File: config.mk
export PLATFORM = sky130hd
export DESIGN_NAME = key_calc
export DESIGN_NICKNAME = d
export VERILOG_FILES = /design/src/rtl/key_pkg.sv /design/src/rtl/key_event.sv /design/src/rtl/key_calc.sv
export SDC_FILE = /design/constraint.sdc
export NUM_CORES = 1
export LEC_CHECK = 0
export ABC_AREA = 0
export BUFFER_PORTS_ARGS = -buffer_cell sky130_fd_sc_hd__buf_2
export CAP_MARGIN = 20
export CORE_UTILIZATION = 55
export DETAILED_ROUTE_END_ITERATION = 7
export PLACE_DENSITY = 0.84
export SLEW_MARGIN = 20
export SYNTH_ARGS = -nofsm -noshare
export SYNTH_HDL_FRONTEND = slang
export SYNTH_HIERARCHICAL = 1
export SYNTH_SLANG_ARGS = --single-unit
File: constraint.sdc
create_clock -name IN_clk -period 6.45 [get_ports IN_clk]
set_input_delay 0.3225 -clock IN_clk [delete_from_list [all_inputs] [get_ports IN_clk]]
set_output_delay 0.3225 -clock IN_clk [all_outputs]
set_load 0.03 [all_outputs]
File: src/rtl/key_pkg.sv
// Shared key codes, ASCII echo bytes and state encodings for the keypad calculator.
package key_pkg;

  localparam logic [3:0] KEY_PLUS  = 4'd10;
  localparam logic [3:0] KEY_MINUS = 4'd11;
  localparam logic [3:0] KEY_CLR   = 4'd14;
  localparam logic [3:0] KEY_EQ    = 4'd15;

  localparam logic [7:0] ASCII_ZERO  = 8'h30;
  localparam logic [7:0] ASCII_PLUS  = 8'h2B;
  localparam logic [7:0] ASCII_MINUS = 8'h2D;
  localparam logic [7:0] ASCII_EQ    = 8'h3D;
  localparam logic [7:0] ASCII_CLR   = 8'h43;

  typedef enum logic [1:0] {
    ST_IDLE,
    ST_DIGIT,
    ST_OP,
    ST_RESULT
  } state_t;

  typedef enum logic {
    OP_ADD,
    OP_SUB
  } op_t;

  // Only meaningful for codes the calculator accepts (digits, +, -, =, clear).
  function automatic logic [7:0] key_ascii(input logic [3:0] code);
    case (code)
      KEY_PLUS:  return ASCII_PLUS;
      KEY_MINUS: return ASCII_MINUS;
      KEY_EQ:    return ASCII_EQ;
      KEY_CLR:   return ASCII_CLR;
      default:   return ASCII_ZERO + {4'h0, code};
    endcase
  endfunction

endpackage

File: src/rtl/key_event.sv
// Turns the scanner's held key-present flag into one event per press or roll-over.
module key_event (
  input  logic       clk,
  input  logic       rst,
  input  logic       key,
  input  logic [3:0] value,
  output logic       evt,
  output logic [3:0] code
);

  logic       key_p1;
  logic [3:0] last_code;

  // Combinational so the calculator can act on the event at the same edge.
  assign evt  = key && (!key_p1 || (value != last_code));
  assign code = value;

  always_ff @(posedge clk) begin
    if (rst) begin
      key_p1    <= 1'b0;
      last_code <= 4'd0;
    end else begin
      key_p1 <= key;
      if (evt) last_code <= value;
    end
  end

endmodule

File: src/rtl/key_calc.sv
// Keypad event decoder and left-to-right +/- integer calculator with ASCII echo.
module key_calc
  import key_pkg::*;
#(
  parameter int WIDTH      = 16,
  parameter int MAX_DIGITS = 4
) (
  input  logic                    IN_clk,
  input  logic                    IN_reset,
  input  logic [3:0]              IN_value,
  input  logic                    IN_key,
  input  logic                    IN_tx_ready,
  output logic [WIDTH-1:0]        OUT_entry,
  output logic signed [WIDTH-1:0] OUT_result,
  output logic                    OUT_result_valid,
  output logic                    OUT_overflow,
  output logic [7:0]              OUT_tx_data,
  output logic                    OUT_tx_valid
);

  localparam int CNT_W = $clog2(MAX_DIGITS + 1);

  logic                    evt;
  logic [3:0]              code;
  state_t                  state;
  op_t                     op;
  op_t                     new_op;
  logic signed [WIDTH-1:0] acc;
  logic [CNT_W-1:0]        digits;
  logic                    is_digit;
  logic                    is_op;
  logic                    digit_ok;
  logic                    accepted;
  logic                    alu_ovf;
  logic signed [WIDTH-1:0] alu_res;
  logic [WIDTH-1:0]        entry_next;

  function automatic logic [WIDTH-1:0] times10(input logic [WIDTH-1:0] e);
    return (e << 3) + (e << 1);
  endfunction

  // Wrapping add/subtract; MSB of the return value flags signed overflow.
  function automatic logic [WIDTH:0] arith(input logic signed [WIDTH-1:0] a,
                                           input logic signed [WIDTH-1:0] b,
                                           input op_t                     o);
    logic signed [WIDTH-1:0] r;
    logic                    v;
    if (o == OP_SUB) begin
      r = a - b;
      v = (a[WIDTH-1] != b[WIDTH-1]) && (r[WIDTH-1] != a[WIDTH-1]);
    end else begin
      r = a + b;
      v = (a[WIDTH-1] == b[WIDTH-1]) && (r[WIDTH-1] != a[WIDTH-1]);
    end
    return {v, r};
  endfunction

  key_event u_event (
    .clk   (IN_clk),
    .rst   (IN_reset),
    .key   (IN_key),
    .value (IN_value),
    .evt   (evt),
    .code  (code)
  );

  always_comb begin
    is_digit   = (code < 4'd10);
    is_op      = (code == KEY_PLUS) || (code == KEY_MINUS);
    new_op     = (code == KEY_MINUS) ? OP_SUB : OP_ADD;
    digit_ok   = is_digit && ((state == ST_RESULT) || (int'(digits) < MAX_DIGITS));
    accepted   = evt && (digit_ok || is_op || (code == KEY_EQ));
    {alu_ovf, alu_res} = arith(acc, $signed(OUT_entry), op);
    entry_next = times10(OUT_entry) + {{(WIDTH-4){1'b0}}, code};
  end

  // Event decode, calculator state and echo buffer all update on the event edge.
  always_ff @(posedge IN_clk) begin
    if (IN_reset) begin
      state            <= ST_IDLE;
      op               <= OP_ADD;
      acc              <= '0;
      digits           <= '0;
      OUT_entry        <= '0;
      OUT_result       <= '0;
      OUT_result_valid <= 1'b0;
      OUT_overflow     <= 1'b0;
      OUT_tx_data      <= 8'h00;
      OUT_tx_valid     <= 1'b0;
    end else begin
      OUT_result_valid <= 1'b0;
      if (OUT_tx_valid && IN_tx_ready) OUT_tx_valid <= 1'b0;

      if (evt && (code == KEY_CLR)) begin
        state        <= ST_IDLE;
        op           <= OP_ADD;
        acc          <= '0;
        digits       <= '0;
        OUT_entry    <= '0;
        OUT_result   <= '0;
        OUT_overflow <= 1'b0;
        OUT_tx_data  <= ASCII_CLR;
        OUT_tx_valid <= 1'b1;
      end else if (evt) begin
        // A full buffer keeps its byte unless it is being drained this cycle.
        if (accepted && (!OUT_tx_valid || IN_tx_ready)) begin
          OUT_tx_data  <= key_ascii(code);
          OUT_tx_valid <= 1'b1;
        end

        if (is_digit) begin
          if (state == ST_RESULT) begin
            acc          <= '0;
            op           <= OP_ADD;
            OUT_overflow <= 1'b0;
            OUT_entry    <= {{(WIDTH-4){1'b0}}, code};
            digits       <= CNT_W'(1);
            state        <= ST_DIGIT;
          end else if (digit_ok) begin
            OUT_entry <= entry_next;
            digits    <= digits + CNT_W'(1);
            state     <= ST_DIGIT;
          end
        end else if (is_op) begin
          op    <= new_op;
          state <= ST_OP;
          if (state == ST_DIGIT) begin
            acc       <= alu_res;
            OUT_entry <= '0;
            digits    <= '0;
            if (alu_ovf) OUT_overflow <= 1'b1;
          end else if (state == ST_RESULT) begin
            acc <= OUT_result;
          end
        end else if (code == KEY_EQ) begin
          OUT_result       <= alu_res;
          OUT_result_valid <= 1'b1;
          acc              <= alu_res;
          OUT_entry        <= '0;
          digits           <= '0;
          state            <= ST_RESULT;
          if (alu_ovf) OUT_overflow <= 1'b1;
        end
      end
    end
  end

endmodule

==> flow_metrics.tcl, run 1 <==
set metrics [dict create \
    max_cap_viol_count 0 \
    finalSetupViolations 0 \
    fmax_mhz 301 \
    synth.largest_area_cell "dfxtp_1" \
    crit_family "compound AO/OA/AOI/OAI gates" \
    startpoint "OUT_entry[0]" \
    hold_end "u_event/key_p1" \
    clk_pin_slew_ns 0.07 \
    setup_tns_ns 0 \
    swShare_pct 29.9 \
    synth_edf_count 0 \
    cts.path.max_buffers 2 \
    fin_crit_sh_pct 51.5 \
    p_clk_share_pct 36.0 \
    crit_required_ns 6.70 \
    layout_setup_ws_ns 3.13 \
    leakage_nw 2.55 \
    antenna_cells 0 \
    cts_setup_buffers 0 \
    peakVddDrop_uv 122 \
    combPwrFrac_pct 17.4 \
    most-common-layout-cells "72 x nor2_1, 69 x dfxtp_1, 61 x a21oi_1" \
    r2r_end "OUT_entry[12]" \
    min_delay_path_depth 2 \
    synth_async_sr_flop_share_pct 0 \
    hpwlAfterDp_mm 10.2 \
    r2r_start "OUT_entry[0]" \
    dp_cells 769 \
    hp-class "input pin to register" \
    grt_remaining_overflow 0 \
    critPathMaxFanout 7 \
    antenna_found_initial 0 \
    antenna_left 0 \
    nets 742 \
    coreArea_um2 8890 \
    yosys.area.top_type_share_pct 26.8 \
    tightest_slew_ns 0.872 \
    start_util_pct 58.0 \
    drtIter0Drc 375 \
    layout_commonest_cell "nor2_1" \
    vias 4822 \
    dp_slack_ns 3.12 \
    avgSynthCellArea_um2 7.94 \
    ys_seq_area_share_pct 26.8 \
    cts_tree "built" \
    cts.sinks 69 \
    io_pins 51 \
    seqPwrFrac_pct 46.7 \
    ys_dominant_reg_cell "dfxtp_1" \
    status "completed" \
    slew_violations 0 \
    area_growth_pct 8.01 \
    power_switching_mw 0.287 \
    arrival_ns 3.57 \
    vias_per_cell 6.14 \
    clk_latency_ns 0.36 \
    grt_pass1_vias 4532 \
    worst-path-buf-inv 2 \
    wl_per_cell_um 17.1 \
    root_buffer "clkbuf_8" \
    critPathSlowestCell "fa_1" \
    cts_buffers 9 \
    grt_pass1_wl_mm 22.3 \
    synth_seq_cells 69 \
    p_int_mw 0.673 \
    min-delay-start "IN_reset" \
    fin_crit_ns 3.32 \
    cpPeakStageDelay_ns 0.54 \
    synthTopCellsByArea "dfxtp_1 27%, ha_1 14%, a21oi_1 5.9%, nor2_1 5.2%, nand2_1 4.2%" \
    instances_no_fill 785 \
    grt_max_degree 27 \
    numPortBuffers 49 \
    drive_gt1_share_pct 12.0 \
    synth_cells 649 \
    power_mw 0.960 \
    hold_violations 0 \
    cts_resized 0 \
    drc 0 \
    syn-cell-area_um2 5150 \
    crit_type "register to register" \
    die_y_um 98.8 \
    cp-end-kind "register" \
    crit_chain "inv_1, fa_1, inv_1, fa_1, a21oi_1, nor2b_1, a311o_1, o31a_1, a21o_1, a21oi_1, xnor2_1, a22o_1" \
    first_pass_iters 5 \
    grt_usage_pct 28.6 \
    syn-num-nets 719 \
    die_area_um2 9760 \
    p_per_area_nw_per_um2 172 \
    synth_cell_types 62 \
    chipWidth_um 98.8 \
    rrSetupSlack_ns 3.13 \
    reg2reg_depth 12 \
    rsz0062_at_grt "false" \
    htreeDepth 3 \
    yosys_warnings 6 \
    critPathLaunchType "register" \
    rows 34 \
    hold_buffers 0 \
    finClkSkew_ns 0.0115 \
    drt_wl_total_mm 13.4 \
    gp_congestion 0.909 \
    slew_headroom_pct 41.8 \
]
kinds of logic after synthesis:
logic type,Yosys count,share of synthesized area [%]
fa+ha+maj,62,15.6
xor+xnor,31,5.27
other cells,1,0.0727
mux,16,3.11
buf+inv,74,6.07
flops,69,26.8
compound gates,191,24.8
simple gates,205,18.3
worst max path at each step:
stage               endpoint  slack [ns]  cells past startpoint
5_1_grt        OUT_entry[12]        2.98                     12
3_3_place_gp   OUT_entry[12]        3.18                     13
3_5_place_dp   OUT_entry[12]        3.12                     13
2_1_floorplan  OUT_entry[12]        3.16                     12
6_report       OUT_entry[12]        3.13                     12
4_1_cts        OUT_entry[12]        3.14                     12
routing by layer:
| metal | track usage, % | vias to the layer above | wire length (um) |
|---|---|---|---|
| li1 | - | 2343 | - |
| met1 | 38.6 | 2269 | 6030 |
| met2 | 46.4 | 184 | 6290 |
| met3 | 5.96 | 26 | 860 |
| met4 | 7.69 | 0 | 227 |
| met5 | 0 | - | 0 |
registers in the layout (all words and copies together), names as in the netlist:
signal	count
OUT_overflow	1
OUT_result_valid	1
state	2
OUT_tx_data	7
u_event/key_p1	1
OUT_entry	16
OUT_result	16
OUT_tx_valid	1
u_event/last_code	4
op	1
digits	3
acc	16
layout make-up:
cell class | instances | area [um2]
well taps | 108 | 135
flip-flops and latches | 69 | 1380
inverters | 33 | 124
repair buffers | 53 | 275
multi-input cells | 506 | 3460
clock buffers | 10 | 128
fillers | 770 | 3320
clock inverters | 6 | 63.8
synth_stat cells, types with 4 or more instances:
cell type and n:
a21o_1 7, nand2_1 57, nand2b_1 14, o21a_1 11
o311a_1 4, ha_1 58, and3_1 5, fa_1 4
o21bai_1 6, a21oi_1 61, a22oi_1 5, dfxtp_1 69
o21ai_1 5, nor2_1 72, o211ai_1 4, mux2i_1 16
inv_1 32, nand3_1 10, a22o_1 6, clkbuf_1 27
nor3_1 19, buf_2 5, o31ai_1 5, xnor2_1 19
a31oi_1 7, o31a_1 4, a211oi_1 11, xor2_1 12
o21ai_0 27, a32oi_1 7, nor2b_1 9, buf_4 5
power by group through the flow:
stage	combinational (mW)	sequential (mW)	clock, mW
after CTS	0.165	0.448	0.350
after global routing	0.183	0.450	0.379
after detailed placement	0.164	0.458	0
final	0.167	0.448	0.345
after floorplan	0.114	0.470	0
after global placement	0.159	0.457	0
metrics by stage:
step / hold WS (ns) / instance area (um2) / util, %
2_1_floorplan: 0.389 / 5150 / -
3_3_place_gp: 0.444 / 5380 / 60.5
3_5_place_dp: 0.458 / 5380 / 60.5
4_1_cts: 0.255 / 5570 / 62.6
5_1_grt: 0.273 / 5570 / 62.6
6_report: 0.267 / 5570 / 62.6
Note: power is estimated with default switching activity, not from simulation.
==> run 2, diff against run 1 <==
ABC_AREA = 1   (was 0)
PLACE_DENSITY = 0.86   (was 0.84)
clock period = 2.8 ns   (was 6.45 ns; I/O delays follow)
==> flow_metrics.tcl, run 2 <==
set metrics [dict create \
    root_buffer "clkbuf_8" \
    cts.sinks 69 \
    yosys.area.top_type_share_pct 23.9 \
    grt_max_degree 36 \
    hold_violations 0 \
    tightest_slew_ns 0.736 \
    synth.largest_area_cell "dfxtp_1" \
    met2_length_mm 6.96 \
    antenna_found_initial 0 \
    chipWidth_um 104 \
    io_pins 51 \
    reg.largest.list "OUT_entry: 16 flops, OUT_result: 16 flops, acc: 16 flops" \
    gp_congestion 0.921 \
    antenna_cells 0 \
    synth_edf_count 0 \
    cts_buffers 9 \
    vias 5876 \
    setup_tns_ns 0 \
    status "completed" \
    nets 1025 \
    wl_met1_mm 6.20 \
    crit_type "register to register" \
    grt_pass1_wl_mm 24.8 \
    hp-class "input pin to register" \
    multi_input_comb_area_um2 3720 \
    cts.path.max_buffers 2 \
    slew_headroom_pct 50.9 \
    drive_gt1_share_pct 11.6 \
    die_y_um 104 \
    fin_crit_ns 2.60 \
    cp-end-kind "register" \
    peakVddDrop_uv 308 \
    synth_seq_cells 69 \
    fmax_mhz 385 \
    cts_tree "built" \
    synthTopCellsByArea "dfxtp_1 24%, nand2_1 18%, ha_1 13%, inv_1 8.1%, a21oi_1 6.6%" \
    area_growth_pct 8.86 \
    hold_buffers 0 \
    cts_resized 0 \
    numPortBuffers 49 \
    yosysMostFrequentCell "nand2_1" \
    clk_latency_ns 0.37 \
    htreeDepth 3 \
    fin_crit_sh_pct 92.9 \
    drc 0 \
    antenna_left 0 \
    drt_wl_total_mm 14.6 \
    nFillCells 986 \
    leakage_nw 3.40 \
    post-route-util_pct 61.4 \
    p_per_area_nw_per_um2 401 \
    grt_remaining_overflow 0 \
    grt_pass1_vias 5570 \
    yosys_warnings 6 \
    coreArea_um2 10200 \
    most-common-layout-cells "272 x nand2_1, 124 x inv_1, 82 x nor2_1" \
    vias_per_cell 5.36 \
    synth_async_sr_flop_share_pct 0 \
    rows 37 \
    synth_cell_types 44 \
    synth_cells 919 \
    cpPeakStageDelay_ns 0.54 \
    crit_required_ns 3.04 \
    rsz0062_at_grt "false" \
    syn-num-nets 989 \
    ys_seq_area_share_pct 23.9 \
    layout_commonest_cell "nand2_1" \
    critPathMaxFanout 3 \
    start_util_pct 56.4 \
    synthTopCellsByCount "272 x nand2_1, 124 x inv_1, 82 x nor2_1" \
    wl_per_cell_um 13.3 \
    ys_dominant_reg_cell "dfxtp_1" \
    route.met3.wl_um 739 \
    arrival_ns 2.84 \
    die_area_um2 10900 \
    cts_setup_buffers 0 \
    hpwlAfterDp_mm 11.2 \
    maxUsedRoutingLayer "met4" \
    avgSynthCellArea_um2 6.28 \
    grt_usage_pct 27.9 \
    ff_latch_area_um2 1380 \
    clk_pin_slew_ns 0.09 \
    finalSetupViolations 0 \
    drtIter0Drc 296 \
    critPathSlowestCell "fa_1" \
    syn-cell-area_um2 5770 \
    max_cap_viol_count 0 \
    finClkSkew_ns 0.0167 \
    critPathLaunchType "register" \
    first_pass_iters 5 \
    crit_chain "inv_1, fa_1, inv_1, fa_1, nand3_1, nand2_1, a21oi_1, o21ai_0, or2_2, nand2_1, a21oi_1" \
    slew_violations 0 \
]
-- run 2: cell types whose count changed in the layout (fill, tap and decap cells not counted), sizes merged, moves of 12 or more --
| cell | before | now |
|---|---|---|
| a21oi | 61 | 83 |
| xnor2 | 19 | 4 |
| nand2b | 14 | 0 |
| o21ai | 32 | 46 |
| nand2 | 57 | 280 |
| nand3 | 10 | 59 |
| nor2 | 72 | 90 |
| mux2i | 16 | 4 |
| nor3 | 19 | 6 |
| inv | 33 | 137 |
-- run 2: worst paths after layout --
check | start | endpoint | slack [ns] | cells past startpoint
max | OUT_entry[0] | OUT_entry[12] | 0.20 | 11
min reg2reg | OUT_overflow | OUT_overflow | 0.46 | 2
max reg2reg | OUT_entry[0] | OUT_entry[12] | 0.20 | 11
min | IN_reset | OUT_tx_data[6] | 0.03 | 2
-- run 2: metrics by stage --
stage	hold WS (ns)	total power [mW]	cells	instance area (um2)	setup slack, ns
after floorplan	0.209	1.52	919	5770	0.0962
after global placement	0.429	1.64	1080	6080	0.279
after detailed placement	0.427	1.65	1080	6080	0.215
after CTS	0.0317	2.53	1096	6290	0.210
after global routing	0.0410	2.65	1096	6290	0.0468
final	0.0342	2.52	1096	6290	0.200
-- run 2: cell families after synthesis --
group	share of synthesized area, %
AOI/OAI and AO/OA	14.8
muxes	0.693
DFF	23.9
adders and majority gates	14.0
xor gates and xnor gates	1.52
and+or+nand+nor	33.5
other	0.0649
buffers and inverters	11.6
-- run 2: where the power goes --
group	leakage [nW]	internal (mW)	switching (mW)
logic	2.74	0.194	0.403
clock network	0.103	0.425	0.452
registers	0.561	1.02	0.0292
total	3.40	1.63	0.884
-- run 2: final cells by class --
class	instances	share of cell area, %
clock buffer	9	1.97
clock inverter	7	1.27
inverter	133	7.98
multi-input combinational	685	59.2
sequential	69	22.0
tap	136	2.71
timing repair buffer	57	4.86
-- run 2: per-layer routing --
layer / GRT usage, % / vias up
li1: - / 3002
met1: 32.7 / 2626
met2: 48.3 / 190
met3: 4.07 / 58
met4: 16.0 / 0
met5: 0 / -
-- run 2: critical path, delay by kind of cell (launching register included) --
| kind | cells | cell delay (ns) |
|---|---|---|
| buffers and inverters | 2 | 0.14 |
| AND/OR/NAND/NOR | 4 | 0.53 |
| flip-flops | 1 | 0.34 |
| AO/OA/AOI/OAI | 3 | 0.49 |
| adder cells (fa/ha/maj) | 2 | 0.99 |
==> run 3, diff against run 2 <==
SYNTH_HIERARCHICAL = default   (was 1)
==> flow_metrics.tcl, run 3 <==
set metrics [dict create \
    antenna_left 0 \
    nets 1023 \
    hp-class "input pin to register" \
    fin_crit_sh_pct 88.4 \
    finalInstanceArea_um2 6290 \
    cts_buffers 9 \
    max_cap_viol_count 0 \
    cts.sinks 69 \
    vias 5924 \
    yosys.area.top_type_share_pct 24.1 \
    setup_tns_ns 0 \
    critPathMaxFanout 6 \
    wl_per_cell_um 13.4 \
    drtIter0Drc 356 \
    synthTopCellsByArea "dfxtp_1 24%, nand2_1 18%, ha_1 13%, inv_1 8.2%, a21oi_1 7.6%" \
    cp-end-kind "register" \
    finClkSkew_ns 0.0163 \
    chipWidth_um 104 \
    drive_gt1_share_pct 11.0 \
    drt_wl_total_mm 14.7 \
    cts_tree "built" \
    avgSynthCellArea_um2 6.30 \
    antenna_cells 0 \
    coreArea_um2 9950 \
    syn-cell-area_um2 5740 \
    first_pass_iters 7 \
    peakVddDrop_uv 361 \
    critPathLaunchType "register" \
    nFillCells 942 \
    grt_max_degree 27 \
    synth_cell_types 42 \
    layout_commonest_cell "nand2_1" \
    root_buffer "clkbuf_8" \
    synth.largest_area_cell "dfxtp_1" \
    crit_required_ns 3.04 \
    slew_headroom_pct 50.7 \
    p_per_area_nw_per_um2 441 \
    die_area_um2 10800 \
    cts.path.max_buffers 2 \
    fmax_mhz 404 \
    clk_pin_slew_ns 0.08 \
    hpwlAfterDp_mm 11.3 \
    htreeDepth 3 \
    reg.largest.list "OUT_entry: 16 flops, OUT_result: 16 flops, acc: 16 flops" \
    leakage_nw 3.41 \
    most-common-layout-cells "271 x nand2_1, 126 x inv_1, 87 x a21oi_1" \
    numPortBuffers 49 \
    clk_latency_ns 0.36 \
    grt_pass1_wl_mm 24.9 \
    ys_dominant_reg_cell "dfxtp_1" \
    ys_seq_area_share_pct 24.1 \
    synth_seq_cells 69 \
    syn-num-nets 981 \
    grt_remaining_overflow 0 \
    area_growth_pct 9.66 \
    whs_ns 0.00731 \
    synth_cells 911 \
    io_pins 51 \
    antenna_found_initial 0 \
    finalSetupViolations 0 \
    vias_per_cell 5.43 \
    synthTopCellsByCount "271 x nand2_1, 126 x inv_1, 87 x a21oi_1" \
    drc 0 \
    grt_pass1_vias 5478 \
    yosys_warnings 0 \
    tightest_slew_ns 0.732 \
    place_area_um2 6050 \
    arrival_ns 2.72 \
    yosysMostFrequentCell "nand2_1" \
    crit_type "register to register" \
    grt_usage_pct 28.0 \
    slew_violations 0 \
    hold_violations 0 \
    gp_congestion 0.959 \
    multi_input_comb_area_um2 3660 \
    die_y_um 104 \
    synth_async_sr_flop_share_pct 0 \
    fin_crit_ns 2.47 \
    rsz0062_at_grt "false" \
    start_util_pct 57.7 \
    status "completed" \
    ff_latch_area_um2 1380 \
    synth_edf_count 0 \
    rows 36 \
]
[run 3: cell types whose count changed in the layout (fill, tap and decap cells not counted), sizes merged, moves of 3 or more]
cell / delta
nor2: -21
nor3: +3
buf: +3
a21oi: +5
nand2: -4
mux2i: -4
inv: +4
xor2: +5
nand3: +6
[run 3: report_power, final]
part / leakage (nW) / switching, mW / internal [mW]
Clock: 0.112 / 0.450 / 0.516
Sequential: 0.562 / 0.0403 / 1.02
Combinational: 2.73 / 0.506 / 0.242
[run 3: repair_timing]
item                       4_1_cts  5_1_grt
buffers inserted                 0        0
resized for setup                0        1
setup endpoints to repair        0        2
hold buffers                     1        0
hold endpoints to repair         4        0
[run 3: per-stage QoR]
stage	power [mW]	util, %	worst slack (ns)	instances
3_3_place_gp	1.80	60.8	0.305	1074
3_5_place_dp	1.82	60.8	0.266	1074
5_1_grt	2.91	63.2	0.0825	1091
6_report	2.78	63.2	0.326	1091
4_1_cts	2.76	63.2	0.247	1091
2_1_floorplan	1.65	-	0.276	911
[run 3: cells by family after synthesis]
logic type | synth area share, %
AOI/OAI and AO/OA | 15.3
xor gates and xnor gates | 2.29
adders and majority gates | 14.0
buffers and inverters | 12.1
DFF | 24.1
other | 0.0653
and+or+nand+nor | 32.0
[run 3: area by class of cell]
| cell class | count | share of cell area [%] |
|---|---|---|
| Sequential cell | 69 | 21.9 |
| Timing Repair Buffer | 61 | 5.37 |
| Multi-Input combinational cell | 674 | 58.2 |
| Clock buffer | 9 | 1.97 |
| Clock inverter | 7 | 1.67 |
| Tap cell | 133 | 2.64 |
| Inverter | 138 | 8.23 |
[run 3: critical path: stages, from the launching register on]
cell and delay, ns:
dfxtp_1 0.45, inv_1 0.12, fa_1 0.52, fa_1 0.47
o21ai_1 0.22, nand4_1 0.10, nand2_1 0.15, nand2_1 0.09
nand2_1 0.06, nand2_1 0.05, nand3_1 0.08, a21oi_1 0.06
[run 3: metal layers]
metal / GRT usage, % / vias up / part of all wire, %
li1: - / 3007 / -
met1: 35.0 / 2698 / 44
met2: 48.0 / 186 / 47
met3: 4.70 / 33 / 5.2
met4: 10.7 / 0 / 3.2
met5: 0 / - / 0
[run 3: final timing paths]
| kind | startpoint | end | slack (ns) | cells after the start |
|---|---|---|---|---|
| max | OUT_entry[0] | OUT_entry[12] | 0.33 | 11 |
| min | IN_key | u_event.key_p1 | 0.007 | 3 |
| max reg2reg | OUT_entry[0] | OUT_entry[12] | 0.33 | 11 |
| min reg2reg | OUT_overflow | OUT_overflow | 0.45 | 2 |
